--- src/rtl/bram_write_arbiter_pkg.sv ---
// Shared types and constants for the BRAM write arbiter: FSM encoding,
// grant index width and the fixed BRAM address map.
package bram_write_arbiter_pkg;

   typedef enum logic [1:0] {
      ST_IDLE    = 2'd0,
      ST_ISSUE   = 2'd1,
      ST_WAIT    = 2'd2,
      ST_RELEASE = 2'd3
   } state_e;

   // grant_id is always 3 bits wide, enough for up to 8 requesters
   localparam int GRANT_W = 3;

   localparam logic [3:0] ADDR_MCC           = 4'd4;
   localparam logic [3:0] ADDR_RADAR         = 4'd5;
   localparam logic [3:0] ADDR_MCR           = 4'd6;
   localparam logic [3:0] ADDR_PROGRAM       = 4'd7;
   localparam logic [3:0] ADDR_POSITION_BASE = 4'd8;
   localparam logic [3:0] ADDR_POSITION_LAST = 4'd15;

endpackage

--- src/rtl/bram_write_arbiter_rr_pick.sv ---
// Round-robin picker: first valid index searching upward from last_grant+1,
// wrapping modulo NUM_REQ, so last_grant itself has the lowest priority.
module bram_write_arbiter_rr_pick
   import bram_write_arbiter_pkg::*;
#(
   parameter int NUM_REQ = 4
) (
   input  logic [NUM_REQ-1:0] valid_i,
   input  logic [GRANT_W-1:0] last_grant_i,
   output logic [GRANT_W-1:0] idx_o,
   output logic               found_o
);

   // Walk distances from farthest to nearest so the nearest valid one wins
   always_comb begin
      idx_o   = '0;
      found_o = 1'b0;
      for (int k = NUM_REQ; k >= 1; k--) begin
         for (int i = 0; i < NUM_REQ; i++) begin
            if ((i == ((int'(last_grant_i) + k) % NUM_REQ)) && valid_i[i]) begin
               idx_o   = GRANT_W'(i);
               found_o = 1'b1;
            end
         end
      end
   end

endmodule

--- src/rtl/bram_write_arbiter.sv ---
// Round-robin arbiter that funnels NUM_REQ write requesters into a single
// BRAM writer port, with a per-write timeout on the writer's idle handshake.
module bram_write_arbiter
   import bram_write_arbiter_pkg::*;
#(
   parameter int NUM_REQ        = 4,
   parameter int ADDR_W         = 10,
   parameter int DATA_W         = 32,
   parameter int TIMEOUT_CYCLES = 8
) (
   input  logic                      system_clk,
   input  logic                      reset,
   input  logic [NUM_REQ-1:0]        req_valid,
   input  logic [NUM_REQ*ADDR_W-1:0] req_addr,
   input  logic [NUM_REQ*DATA_W-1:0] req_data,
   output logic [NUM_REQ-1:0]        req_ready,
   output logic [NUM_REQ-1:0]        req_error,
   output logic                      bram_write_run,
   output logic [ADDR_W-1:0]         bram_addr,
   output logic [DATA_W-1:0]         bram_data,
   output logic                      bram_mode,
   input  logic                      bram_write_idle,
   output logic [2:0]                grant_id
);

   // One spare bit so the counter can never wrap while waiting
   localparam int CNT_W = $clog2(TIMEOUT_CYCLES + 1);
   localparam logic [CNT_W-1:0] CNT_LAST = CNT_W'(TIMEOUT_CYCLES - 1);

   state_e              state_q, state_d;
   logic [GRANT_W-1:0]  grant_id_q, grant_id_d;
   logic [GRANT_W-1:0]  last_grant_q, last_grant_d;
   logic [ADDR_W-1:0]   addr_q, addr_d;
   logic [DATA_W-1:0]   data_q, data_d;
   logic [CNT_W-1:0]    cnt_q, cnt_d;
   logic [GRANT_W-1:0]  pick_idx;
   logic                pick_found;

   bram_write_arbiter_rr_pick #(.NUM_REQ(NUM_REQ)) u_rr_pick (
      .valid_i      (req_valid),
      .last_grant_i (last_grant_q),
      .idx_o        (pick_idx),
      .found_o      (pick_found)
   );

   always_comb begin
      state_d        = state_q;
      grant_id_d     = grant_id_q;
      last_grant_d   = last_grant_q;
      addr_d         = addr_q;
      data_d         = data_q;
      cnt_d          = cnt_q;
      req_ready      = '0;
      req_error      = '0;
      bram_write_run = 1'b0;
      bram_mode      = 1'b0;
      case (state_q)
         ST_IDLE: begin
            if (pick_found) begin
               for (int i = 0; i < NUM_REQ; i++) begin
                  if (GRANT_W'(i) == pick_idx) begin
                     req_ready[i] = 1'b1;
                     addr_d       = req_addr[i*ADDR_W +: ADDR_W];
                     data_d       = req_data[i*DATA_W +: DATA_W];
                  end
               end
               grant_id_d = pick_idx;
               state_d    = ST_ISSUE;
            end
         end
         ST_ISSUE: begin
            bram_write_run = 1'b1;
            bram_mode      = 1'b1;
            cnt_d          = '0;
            state_d        = ST_WAIT;
         end
         ST_WAIT: begin
            bram_mode = 1'b1;
            // idle is stale on the first WAIT cycle (writer just started)
            if ((cnt_q != '0) && bram_write_idle) begin
               state_d = ST_RELEASE;
            end else if (cnt_q == CNT_LAST) begin
               for (int i = 0; i < NUM_REQ; i++) begin
                  if (GRANT_W'(i) == grant_id_q) req_error[i] = 1'b1;
               end
               state_d = ST_RELEASE;
            end else begin
               cnt_d = cnt_q + CNT_W'(1);
            end
         end
         ST_RELEASE: begin
            last_grant_d = grant_id_q;
            state_d      = ST_IDLE;
         end
         default: state_d = ST_IDLE;
      endcase
   end

   always_ff @(posedge system_clk or negedge reset) begin
      if (!reset) begin
         state_q      <= ST_IDLE;
         grant_id_q   <= '0;
         last_grant_q <= GRANT_W'(NUM_REQ - 1);
         addr_q       <= '0;
         data_q       <= '0;
         cnt_q        <= '0;
      end else begin
         state_q      <= state_d;
         grant_id_q   <= grant_id_d;
         last_grant_q <= last_grant_d;
         addr_q       <= addr_d;
         data_q       <= data_d;
         cnt_q        <= cnt_d;
      end
   end

   assign bram_addr = addr_q;
   assign bram_data = data_q;
   assign grant_id  = grant_id_q;

endmodule

--- config.mk ---
export PLATFORM = sky130hd
export DESIGN_NAME = bram_write_arbiter
export DESIGN_NICKNAME = d
export VERILOG_FILES = /design/src/rtl/bram_write_arbiter_pkg.sv /design/src/rtl/bram_write_arbiter_rr_pick.sv /design/src/rtl/bram_write_arbiter.sv
export SDC_FILE = /design/constraint.sdc
export NUM_CORES = 1
export LEC_CHECK = 0
export CAP_MARGIN = 20
export CORE_MARGIN = 3
export CORE_UTILIZATION = 35
export CTS_CLUSTER_SIZE = 12
export DETAILED_ROUTE_END_ITERATION = 6
export PLACE_DENSITY_LB_ADDON = 0.25
export SLEW_MARGIN = 20
export SYNTH_ARGS = -nofsm -noshare
export SYNTH_HDL_FRONTEND = slang
export SYNTH_SLANG_ARGS = --single-unit
--- constraint.sdc ---
create_clock -name system_clk -period 2.4 [get_ports system_clk]
set_clock_uncertainty 0.2 [all_clocks]
set_input_delay 0.24 -clock system_clk [delete_from_list [all_inputs] [get_ports system_clk]]
set_output_delay 0.24 -clock system_clk [all_outputs]
set_load 0.02 [all_outputs]
==> qor.csv <==
stage,metric,value,unit
outcome,outcome,"complete, no violations",
synthesis,synth_mux_area_frac,0.267,
worst_setup_path,cpMostUsedCell,nor2_1,
power,clkPwrFrac,0.100,
timing,worst_pin_slew,0.656,ns
worst_setup_path,path_max_fanout,7,
synthesis,yosys.area_share.simple,0.0939,
route,dr.pass1.iters,4,
synthesis,syn_area,3240,sq um
synthesis,yosys_warnings,0,
floorplanning,die_width,102,um
clock_tree,clk_path_buf_depth,2,
cells_and_area,final_common_cell,clkdlybuf4s50_1,
power,combPwrFrac,0.638,
power,p_sw,2.55,mW
clock_tree,cts_tree,built,
route,wl,11.9,mm
route,first_iter_violations,82,
worst_setup_path,endpoint_kind,output port,
timing,period_minus_slack,2.30,ns
global_routing,track_usage,0.213,
cells_and_area,fin_util,0.663,
synthesis,synth_cell_types,30,
floorplanning,row_count,34,
route,drt-vias-per-instance,5.23,
timing,holdWs,0.293,ns
worst_setup_path,path_cells,nor2_1 -> a221oi_2 -> nand2b_4 -> nor2_1 -> clkdlybuf4s15_1,
clock_tree,cts.sinks,52,
worst_setup_path,rr_startpoint,last_grant_q[1],
worst_setup_path,cp_top_family,flip-flops,
worst_setup_path,r2r_slack,0.16,ns
cells_and_area,layout_common_cells,"219 x clkdlybuf4s50_1, 84 x mux2i_1, 50 x nand2_1, 50 x dfrtp_1, 42 x o221ai_1",
clock_tree,cts_max_level,2,
worst_setup_path,worst_setup_path_startpoint,last_grant_q[1],
cells_and_area,fin_cells,658,
floorplanning,core_region_area,8850,sq um
synthesis,synth_adder_area_share,0.0232,
placement,dp.cells,646,
placement,io_buffers,228,
synthesis,avgSynthCellArea,10.2,sq um
clock_tree,cts_buffers,5,
route,ant_nets,0,
floorplanning,initial_core_util,0.366,
timing,slew_headroom,0.562,
power,power_density,1040,nW/um^2
worst_setup_path,path_buf_inv,1,
global_routing,grt_pass1_wl,17.5,mm
global_routing,grt_overflow,0,
synthesis,netlist_instances,317,
clock_tree,clk_pin_slew,0.09,ns
placement,dp_hpwl,9.36,mm
job,maxCapViolations,0,
worst_setup_path,crit_type,reg2out,
synthesis,synth_xor_area_frac,0.00270,
synthesis,syn_nets,498,
power,sw_frac_of_total,0.416,
clock_tree,cts-root-buf,clkbuf_8,
synthesis,synth_top_family_by_area,multiplexers,
route,wire_per_inst,18.0,um
global_routing,grt_pass1_vias,3595,
worst_setup_path,setup.worst_path.start_class,register,
worst_setup_path,cpMaxStageDelayCell,dfstp_2,
power,ir_drop,498,uV
cells_and_area,areaGrowthSynthToFinish,81.2,%
floorplanning,fp.dieH,102,um
synthesis,synth_seq_area_share,0.402,
timing,maxSlewViolCount,0,
clock_tree,insertion_delay,0.30,ns
floorplanning,die_area,10400,sq um
power,p_seq_frac,0.263,
timing,finalHoldViolCount,0,
timing,setup_slack,0.0972,ns
power,leakage,2.65,nW
route,drc,0,
route,via_count,3444,
hold_path,hp-class,in2async,
timing,finalCritPeriodShare,0.960,
floorplanning,pin_count,230,
cells_and_area,nNetsFinal,730,
placement,dp_slack,-0.237,ns
timing,fmax,434,MHz
cells_and_area,antenna_cells,0,
worst_setup_path,crit_required,1.96,ns
synthesis,synth_compound_area_frac,0.152,
worst_setup_path,slowest_delay,0.63,ns
synthesis,synth_seq_cells,52,
timing,setup_violations,0,
global_routing,antenna_found_initial,0,
global_routing,grt_max_degree,35,
worst_setup_path,critPathArrivalTime,1.86,ns
placement,place_congestion,0.809,
cells_and_area,drive_above_1_share,0.0873,
power,p_int,3.58,mW
[path summary, 6_finish.rpt]
kind,endpoint,depth (start not counted)
worst max register to register,bram_data[2],6
worst min-delay path,bram_data[26],2
min in group system_clk,bram_data[17],2
worst max-delay path,req_ready[1],5
worst min register to register,bram_data[17],2
max in group asynchronous,bram_data[9],3
[Yosys cell counts]
cell type | count | area, sq um
a221oi_1 | 3 | 26.3
dfstp_2 | 2 | 52.6
nand2b_1 | 3 | 18.8
and3_1 | 1 | 6.26
buf_4 | 2 | 15.0
o221ai_1 | 42 | 368
inv_1 | 11 | 41.3
dfrtp_1 | 50 | 1250
o21ai_0 | 5 | 25.0
a21oi_1 | 4 | 20.0
a21boi_0 | 1 | 7.51
buf_6 | 5 | 56.3
nor2_1 | 12 | 45.0
clkbuf_1 | 12 | 45.0
o211ai_1 | 1 | 7.51
mux2_2 | 2 | 22.5
nand3_1 | 3 | 15.0
nor4_1 | 2 | 12.5
xor2_1 | 1 | 8.76
conb_1 | 1 | 3.75
a221o_1 | 1 | 10.0
mux2i_1 | 84 | 841
nand4_1 | 1 | 6.26
o22a_1 | 1 | 8.76
a211oi_1 | 1 | 7.51
nand2_1 | 50 | 188
o22ai_1 | 2 | 12.5
ha_1 | 6 | 75.1
nor2b_1 | 2 | 12.5
buf_2 | 6 | 30.0
[per-stage QoR]
stage                     total power [mW]  TNS, ns  instance area, sq um
after floorplan                       3.80        0                  3240
after global placement                5.42    -2.27                  5720
after detailed placement              5.52    -5.23                  5720
after CTS                             6.18        0                  5860
after global routing                  6.54  -0.0861                  5870
final                                 6.13        0                  5870
[power by group through the flow]
stage / Clock, mW / Combinational, mW / Sequential [mW]
after floorplan: 0 / 1.78 / 2.02
after global placement: 0 / 3.83 / 1.59
after detailed placement: 0 / 3.90 / 1.62
after CTS: 0.628 / 3.94 / 1.61
after global routing: 0.661 / 4.21 / 1.66
final: 0.612 / 3.91 / 1.61
[flip-flops by register name (all words and copies together) (netlist names)]
register	cells
bram_addr	10
bram_data	32
cnt_q	4
grant_id	2
last_grant_q	2
state_q	2
[what timing repair did]
action | 4_1_cts | 5_1_grt
gates resized for setup | 19 | 12
setup endpoints to repair | 8 | 7
buffers inserted | 1 | 2
hold buffers | 1 | 0
endpoints found under the hold margin | 23 | 0
pin swaps | 1 | 1
[area by class of cell]
type	count	area (sq um)
multi-input combinational	229	1800
sequential	52	1300
clock buffer	6	72.6
tap	108	135
fill	747	2980
inverter	11	41.3
clock inverter	2	35.0
timing repair buffer	250	2480
[worst register-to-register path, delay by kind of cell (launching register included)]
family | cells | cell delay (ns)
AO/OA/AOI/OAI | 3 | 0.69
multiplexers | 1 | 0.25
flip-flops | 1 | 0.63
buffers and inverters | 2 | 0.37
[routing by layer]
metal  vias to the layer above  wire [um]  share of wire  track usage
met1                      1646       4470           0.38        0.238
met2                       144       6370           0.54        0.407
met4                         0        153          0.013       0.0535
met3                        11        857          0.072       0.0457
met5                         -          0              0            0
li1                       1643          -              -            -
[cells by family (layout without fill, tap and decap cells)]
kind of cell	after synthesis	in the layout
xor gates and xnor gates	1	1
and+or+nand+nor	74	74
adders and majority gates	6	6
buffers and inverters	36	269
other	1	1
AOI/OAI and AO/OA	61	61
muxes	86	86
DFF	52	52
Power figures use the tool's default switching activity.
==> patch, RTL diff (config.mk and constraints unchanged) <==
The parameter `TIMEOUT_CYCLES` goes from 8 to 16.
--- a/src/rtl/bram_write_arbiter.sv
+++ b/src/rtl/bram_write_arbiter.sv
@@ -7,5 +7,5 @@
    parameter int ADDR_W         = 10,
    parameter int DATA_W         = 32,
-   parameter int TIMEOUT_CYCLES = 8
+   parameter int TIMEOUT_CYCLES = 16
 ) (
    input  logic                      system_clk,
Check against the original RTL: not settled (the Yosys comparison gave no result); the edit may change what the design does.
==> patch against the original RTL <==
- design area is 3.5% higher
- setup slack worse by 0.089 ns
- synthesized area is 3.5% higher
- utilization is 0.89 points lower
- sequential cell count is 1 higher
- total power is 1.9% higher
- wire length is 3.4% higher
- critical endpoint is now req_error[0]
- largest power group unchanged
==> patch: results (changes against the original RTL) <==
| Metric | Value |
|---|---|
| Hpwl dp | 9710 µm (+3.7%) |
| Initial antenna violation count | 0 (unchanged) |
| Hold WS | 0.294 ns (+0.000712 ns) |
| End of the worst register-to-register path | state_q[1] |
| R2R cell count | 7 (+1) |
| Mapped Cells | 320 (+0.95%) |
| Syn nets | 502 (+0.80%) |
| Detailed-route via count | 3544 (+2.9%) |
| Placed Cells | 682 (+5.6%) |
| Worst-skew pair later-pin latency | a little under 0.3 ns |
| Wire per inst | 17.7 µm (-2.0%) |
| Met3 Track Usage GR | 5.03% (+0.45 points) |
| VDD IR-drop max | 583 µV (+17%) |
| Status | complete, no violations |
| Clk root buf | clkbuf_8 |
| Port-buffer cells | 228 (unchanged) |
| Hold Crit Endpoint | bram_addr[9] |
| Family with the most delay on the worst path | simple AND/OR/NAND/NOR gates |
| Routed Wire Length | 12300 µm (+3.4%) |
| Netlist cell types | 38 (+27%) |
| Max stage delay cell, worst path | or4b_4 |
| LEAKAGE | 2.74 nW (+3.5%) |
| Placed inst area | 5910 µm² (+3.4%) |
| Fill cells | 771 (+3.2%) |
| Drt first pass iters | 4 (unchanged) |
| Final net count | 746 (+2.2%) |
| Pin count of the biggest net entering global routing | 37 (+5.7%) |
| Gpl congestion | 0.761 (-6.0%) |
| Top post-synthesis cells by area | dfrtp_1 38%, mux2i_1 25%, o221ai_1 11%, nand2_1 5.8%, ha_1 2.6% |
| DP Worst Slack | -0.302 ns (-0.0648 ns) |
| Type of the most critical hold path | reg2reg |
| Slowest stage delay, CP | 0.46 ns (-0.17 ns) |
| Hold path startpoint | bram_addr[9] |
| Layout cells sized above 1 | 12.7% (+4.0 points) |
| Seq/Total Area, Yosys | 39.6% (-0.61 points) |
| Reg2Reg Launch Point | cnt_q[0] |
| CTS Buffer Depth | 2 (unchanged) |
| Worst EP arrival | 1.95 ns (+0.09 ns) |
| H-tree depth | 2 (unchanged) |
| Synth async-reset ratio | 100% (unchanged) |
| Crit Path Max Fanout | 4 (-3) |
| Max reg flops | 32 (unchanged) |
| Tot GR Track Use | 22.1% (+0.78 points) |
| Slew HR | 54.7% (-1.5 points) |
| Vias in the first global route | 3794 (+5.5%) |
| Inserted Diodes | 0 (unchanged) |
| Global-route wire length before repair | 19500 µm (+11%) |
| Worst reg2reg setup slack | 0.11 ns (-0.05 ns) |
| GR Util met1 | 25.5% (+1.7 points) |
| Clk pin slew, worst setup/hold paths | roughly 0.10 ns |
| Met2 Usage GRT | 40.5% (-0.25 points) |
| CTS Buf Count | 5 (unchanged) |
| Hold path depth | 2 |
| Synth top cells by count | 84 x mux2i_1, 52 x nand2_1, 51 x dfrtp_1 |
| Synth Warn # | 0 (unchanged) |
| EDFF count, synth | 0 (unchanged) |
| Iteration-0 DRC Markers | 102 (+24%) |
[patch: changes by cell type after synthesis, moves of 2 or more]
| cell | before | now |
|---|---|---|
| a21o_1 | 0 | 2 |
| a21oi_1 | 4 | 1 |
| and3_1 | 1 | 3 |
| buf_6 | 5 | 2 |
| buf_8 | 0 | 4 |
| inv_1 | 11 | 8 |
| nand2_1 | 50 | 52 |
| nand3_1 | 3 | 0 |
| nor3_1 | 0 | 2 |
| nor4_1 | 2 | 0 |
[patch: logic make-up after synthesis]
logic type               count (synthesis)  share of synthesized area (%)
multiplexers                            86                           25.9
AND/OR/NAND/NOR                         77                           10.0
AO/OA/AOI/OAI                           59                           14.9
flip-flops                              53                           39.6
buffers and inverters                   34                           6.01
adder cells (fa/ha/maj)                  7                           2.61
XOR/XNOR                                 3                          0.784
other                                    1                          0.112
[patch: power by group]
part           total, mW  leakage, nW  switching, mW  internal (mW)
Combinational       4.11         2.05           2.05           2.06
Clock              0.510       0.0364          0.305          0.205
Sequential          1.63        0.654          0.294           1.34
[patch: worst max-delay path by stage]
stage	endpoint	cells after the start	slack, ns	start
after floorplan	req_error[0]	6	0.06	cnt_q[0]
after global placement	req_ready[2]	7	-0.29	req_valid[1]
after detailed placement	req_ready[2]	7	-0.30	req_valid[1]
after CTS	req_error[0]	7	0.002	cnt_q[1]
after global routing	req_error[0]	7	-0.07	cnt_q[1]
final	req_error[0]	7	0.008	cnt_q[0]
[patch: tightest hold or removal path: stages, from the launching register on]
cell,delay [ns]
dfrtp_1,0.35
nand2_1,0.05
o221ai_1,0.06
[patch: metal layers]
| metal | vias up | part of all wire [%] |
|---|---|---|
| li1 | 1679 | - |
| met1 | 1725 | 38 |
| met2 | 124 | 53 |
| met3 | 16 | 6.2 |
| met4 | 0 | 2.3 |
| met5 | - | 0 |
[patch: layout make-up]
class / count / area [µm²] / share of cell area [%]
Clock inverter: 3 / 22.5 / 0.371
Timing Repair Buffer: 262 / 2560 / 42.2
Multi-Input combinational cell: 233 / 1890 / 31.2
Clock buffer: 5 / 68.8 / 1.13
Inverter: 9 / 33.8 / 0.556
Sequential cell: 53 / 1330 / 21.9
Tap cell: 129 / 161 / 2.66
[patch: repair_timing]
item / CTS / global route
resized for setup: 37 / 12
setup endpoints to repair: 8 / 30
setup buffers: 1 / 2
hold endpoints to repair: 25 / 0
pin swaps: 3 / 1
hold buffers: 1 / 0
